==> config.mk <==
export PLATFORM = sky130hd
export DESIGN_NAME = decoder_scan
export DESIGN_NICKNAME = d
export VERILOG_FILES = /design/src/rtl/decoder_pkg.sv /design/src/rtl/decoder_onehot.sv /design/src/rtl/decoder_scan.sv
export SDC_FILE = /design/constraint.sdc
export NUM_CORES = 1
export LEC_CHECK = 0
export CAP_MARGIN = 15
export CORE_ASPECT_RATIO = 1.25
export CORE_MARGIN = 4
export CORE_UTILIZATION = 48
export CTS_BUF_LIST = sky130_fd_sc_hd__clkbuf_4 sky130_fd_sc_hd__clkbuf_8 sky130_fd_sc_hd__clkbuf_16
export DETAILED_ROUTE_END_ITERATION = 6
export GPL_TIMING_DRIVEN = 0
export HOLD_SLACK_MARGIN = 0.05
export PLACE_DENSITY = 0.78
export REMOVE_ABC_BUFFERS = 1
export SLEW_MARGIN = 20
export SYNTH_ARGS = -nofsm -noshare
export SYNTH_HDL_FRONTEND = slang
export SYNTH_HIERARCHICAL = 1
export SYNTH_SLANG_ARGS = --single-unit
==> constraint.sdc <==
create_clock -name clk -period 4.1 [get_ports clk]
set_clock_uncertainty 0.1 [all_clocks]
set_input_delay 0.41 -clock clk [delete_from_list [all_inputs] [get_ports clk]]
set_output_delay 0.41 -clock clk [all_outputs]
set_load 0.1 [all_outputs]
==> src/rtl/decoder_pkg.sv <==
// Shared types, mode encodings and the one-hot helper for the decoder_scan family.
package decoder_pkg;

  typedef enum logic [1:0] {
    IDLE   = 2'd0,
    DIRECT = 2'd1,
    SCAN   = 2'd2
  } dec_state_t;

  localparam logic MODE_DIRECT = 1'b0;
  localparam logic MODE_SCAN   = 1'b1;

  // Widest select the helper supports; callers cast the result down to 2**IN_W bits.
  localparam int ONEHOT_SEL_W = 8;
  localparam int ONEHOT_W     = 2 ** ONEHOT_SEL_W;

  // One-hot of sel at full helper width; the caller picks the low 2**IN_W bits.
  function automatic logic [ONEHOT_W-1:0] onehot(input logic [ONEHOT_SEL_W-1:0] sel);
    return ONEHOT_W'(1) << sel;
  endfunction

endpackage

==> src/rtl/decoder_onehot.sv <==
// Combinational N-to-2^N decoder with an enable; all-zero output when disabled.
module decoder_onehot
  import decoder_pkg::*;
#(
  parameter  int IN_W  = 3,
  localparam int OUT_W = 2 ** IN_W
) (
  input  logic             en,
  input  logic [IN_W-1:0]  sel,
  output logic [OUT_W-1:0] dec
);

  // Decode sel to a single hot line, or nothing when the enable is low.
  always_comb begin
    dec = '0;
    if (en) dec = OUT_W'(onehot(ONEHOT_SEL_W'(sel)));
  end

endmodule

==> src/rtl/decoder_scan.sv <==
// Registered one-hot decoder with direct and autonomous scan modes.
// Optional feature: define DECODER_SCAN_ONESHOT_EN to stop after a single sweep
// instead of scanning continuously.
module decoder_scan
  import decoder_pkg::*;
#(
  parameter  int IN_W    = 3,
  parameter  int DWELL_W = 4,
  localparam int OUT_W   = 2 ** IN_W
) (
  input  logic               clk,
  input  logic               rst,
  input  logic               E,
  input  logic               mode,
  input  logic               start,
  input  logic [IN_W-1:0]    In,
  input  logic [DWELL_W-1:0] dwell,
  output logic [OUT_W-1:0]   Out,
  output logic [IN_W-1:0]    idx,
  output logic               busy,
  output logic               wrap
);

  localparam logic [IN_W-1:0] IDX_LAST = IN_W'(OUT_W - 1);

  dec_state_t         state, state_next;
  logic [IN_W-1:0]    idx_next;
  logic [DWELL_W-1:0] cnt, cnt_next;
  logic               wrap_next;
  logic [IN_W-1:0]    dec_sel;
  logic               dec_en;
  logic [OUT_W-1:0]   dec_out;

  // Next-state logic: abort has priority over mode change, which beats stepping.
  always_comb begin
    state_next = state;
    idx_next   = idx;
    cnt_next   = cnt;
    wrap_next  = 1'b0;
    case (state)
      IDLE: begin
        idx_next = '0;
        cnt_next = '0;
        if (E && mode == MODE_DIRECT) begin
          state_next = DIRECT;
        end else if (E && mode == MODE_SCAN && start) begin
          state_next = SCAN;
          cnt_next   = dwell;
        end
      end
      DIRECT: begin
        idx_next = '0;
        cnt_next = '0;
        if (!E || mode == MODE_SCAN) state_next = IDLE;
      end
      SCAN: begin
        if (!E || mode != MODE_SCAN) begin
          state_next = IDLE;
          idx_next   = '0;
          cnt_next   = '0;
        end else if (cnt != '0) begin
          cnt_next = cnt - 1'b1;
        end else if (idx != IDX_LAST) begin
          idx_next = idx + 1'b1;
          cnt_next = dwell;
        end else begin
          wrap_next = 1'b1;
          idx_next  = '0;
`ifdef DECODER_SCAN_ONESHOT_EN
          cnt_next   = '0;
          state_next = IDLE;
`else
          cnt_next = dwell;
`endif
        end
      end
      default: begin
        state_next = IDLE;
        idx_next   = '0;
        cnt_next   = '0;
      end
    endcase
  end

  // Output line comes from the state being entered so every output is a plain flop.
  always_comb begin
    dec_en  = (state_next != IDLE);
    dec_sel = (state_next == DIRECT) ? In : idx_next;
  end

  decoder_onehot #(.IN_W(IN_W)) u_onehot (
    .en  (dec_en),
    .sel (dec_sel),
    .dec (dec_out)
  );

  // State and output registers with synchronous reset.
  always_ff @(posedge clk) begin
    if (rst) begin
      state <= IDLE;
      cnt   <= '0;
      idx   <= '0;
      Out   <= '0;
      busy  <= 1'b0;
      wrap  <= 1'b0;
    end else begin
      state <= state_next;
      cnt   <= cnt_next;
      idx   <= idx_next;
      Out   <= dec_out;
      busy  <= (state_next == SCAN);
      wrap  <= wrap_next;
    end
  end

endmodule

==> metrics.txt <==
status=completed; Worst setup SP type=flop; Hold WS=417 ps; number of diodes=0; Max Root-Sink Buffers=2; met2 GRT Util=27.2%; TritonRoute pass-1 iters=4; Final period util=57.3%; port bufs=24; number of antenna violations at the first check in global routing=0; peak supply drop=0.000170 V; fin crit period=2350 ps; Die Span Y=55.1 um; fill cell count=126; HPWL Detailed=1270 um; # hold bufs at CTS=0; Routed WL per cell=13.1 um; Leakage=0.456 nW; Pwr Total=0.331 mW; Area contributors post-synth=dfxtp_1 45%, nor2b_1 7.3%, ha_1 5.9%; CP arrival=1840 ps; DRT Wirelength=1700 um; setup violators final=0; synth-to-layout area growth=33.6%; Top delay family on crit path=buffers and inverters; Slew @ Worst Pin=about 970 ps; Syn Inst Count=85; syn avg cell area=10.0 um^2; relative slew slack=a little over a third; Final ANT Viol Nets=0; power density cells=291 nW/um^2; met1 Resource Use GR=18.4%; dominant cell type by area after synthesis=dfxtp_1; root buf cell=clkbuf_4; synthesized flop and latch total=19; Max-cap violations=0; full die area=roughly 2500 um^2; sequential area share after synthesis=44.6%; Final Hold Viols=0; most frequent cells in the layout=24 x clkdlybuf4s50_1, 19 x dfxtp_1, 10 x nor2b_1; GRT Total Usage=15.8%; CP Cell Sequence=clkdlybuf4s50_1; Setup WS post-layout=1750 ps; vias in the first global route=699; Worst Setup End Kind=primary output; Clock Sink Count=19; RSZ-0062 raised after global routing=false; CTS tree=yes; post-synthesis cell type count=26; total CTS buffers=3; Initial Util=between 50% and 60%; Total Neg Setup Slack=0 ps; Slowest cell on crit path=clkdlybuf4s50_1; fin nets=129; FP Rows=16; pre-CTS setup slack=1770 ps; first-pass GRT wire length=about 2900 um; Slew Limit Fails=0; GR peak layer=met2; DRT iter0 DRCs=9; routed vias=692; DRC Markers=0; Ys Warns=6; level count of the clock H-tree=1; Worst-path clk slew=110 ps; I/O pin count=25; Clk Latency, worst-skew pair=300 ps; worst-path fanout max=4; commonest non-fill, non-tap cell in the layout=clkdlybuf4s50_1; die width=about 46 um; Buf/Inv on CP=1; total grt overflow=0; hold crit path type=flop to flop; gpl congestion=0.803; Synth top area share=roughly 45%; largest net degree at the start of global routing=15; Core Region=~1600 um^2; Req. time, crit path=~3600 ps; M3 GR Usage=~2.9%; Post-CTS Setup Inserts=0; Max Clk Rate=426 MHz; post-CTS sizing=0; Critical Setup Path Class=flop to primary output; Mapped Area=853 um^2; Vias/cell=approximately 5.3; layout cell share with drive strength beyond 1=around 9.8%; slowest cell delay on critical path=~1200 ps
layout make-up:
| type | count | area, um^2 | share of cell area (%) |
|---|---|---|---|
| multi-input cells | 63 | 462 | 40.5 |
| flip-flops and latches | 19 | 380 | 33.4 |
| repair buffers | 24 | 240 | 21.1 |
| clock buffers | 3 | 22.5 | 1.98 |
| well taps | 18 | 22.5 | 1.98 |
| inverters | 2 | 7.51 | 0.659 |
| clock inverters | 1 | 5.00 | 0.439 |
through the flow:
stage | instances | util [%] | cell area, um^2
after floorplan | 84 | - | 850
after global placement | 126 | 68.6 | 1110
after global routing | 130 | 70.3 | 1140
final | 130 | 70.3 | 1140
after detailed placement | 126 | 68.6 | 1110
after CTS | 130 | 70.3 | 1140
power by group:
| part | internal (mW) | switching (mW) | leakage (nW) |
|---|---|---|---|
| combinational | 0.0219 | 0.0270 | 0.285 |
| sequential | 0.187 | 0.00171 | 0.154 |
| clock | 0.0364 | 0.0572 | 0.0177 |
flip-flops by register name, indices dropped and copies added (netlist names):
register and count:
Out 8, busy 1, cnt 4, idx 3, state 2, wrap 1
worst paths after layout:
| path | start | to | slack, ps | depth (start not counted) |
|---|---|---|---|---|
| hold reg to reg | cnt[0] | cnt[0] | 420 | 1 |
| setup / recovery | idx[0] | idx[0] | 1750 | 1 |
| setup reg to reg | cnt[0] | Out[5] | 2010 | 7 |
| hold / removal | cnt[0] | cnt[0] | 420 | 1 |
layer usage:
layer	vias up	wire length, um
met1	315	786
met4	0	35
li1	356	-
met5	-	0
met3	5	70
met2	16	804
Yosys cell counts:
cell type  number
a32oi_1         1
nor2b_1        10
nand2b_2        1
mux2i_1         3
ha_1            4
and4b_1         2
nor4b_2         1
nand3_1         1
inv_1           2
nor3_1          1
nand2_1         9
o21ai_1         3
nand2b_1        2
and4bb_2        1
and4b_2         2
nor3b_1         1
clkbuf_1        1
dfxtp_1        19
or2_1           1
o32ai_1         4
nor2_1          9
and4bb_1        2
xnor2_1         2
nor3b_4         1
a31oi_1         1
and4_2          1
worst register-to-register path: cells and delay by family (launching register included):
kind / cells / cell delay [ps]
compound gates: 1 / 380
fa+ha+maj: 1 / 140
buf+inv: 1 / 80
flops: 1 / 350
mux: 1 / 170
simple gates: 3 / 750
cells by family (layout without fill, tap and decap cells):
| group | count (synthesis) | after routing | share of synthesized area (%) |
|---|---|---|---|
| AO/OA/AOI/OAI | 9 | 9 | 7.62 |
| XOR/XNOR | 2 | 2 | 2.05 |
| adder cells (fa/ha/maj) | 4 | 4 | 5.87 |
| buffers and inverters | 3 | 30 | 1.32 |
| flip-flops | 19 | 19 | 44.6 |
| multiplexers | 3 | 3 | 3.52 |
| AND/OR/NAND/NOR | 45 | 45 | 35.0 |
Power figures use the tool's default switching activity.
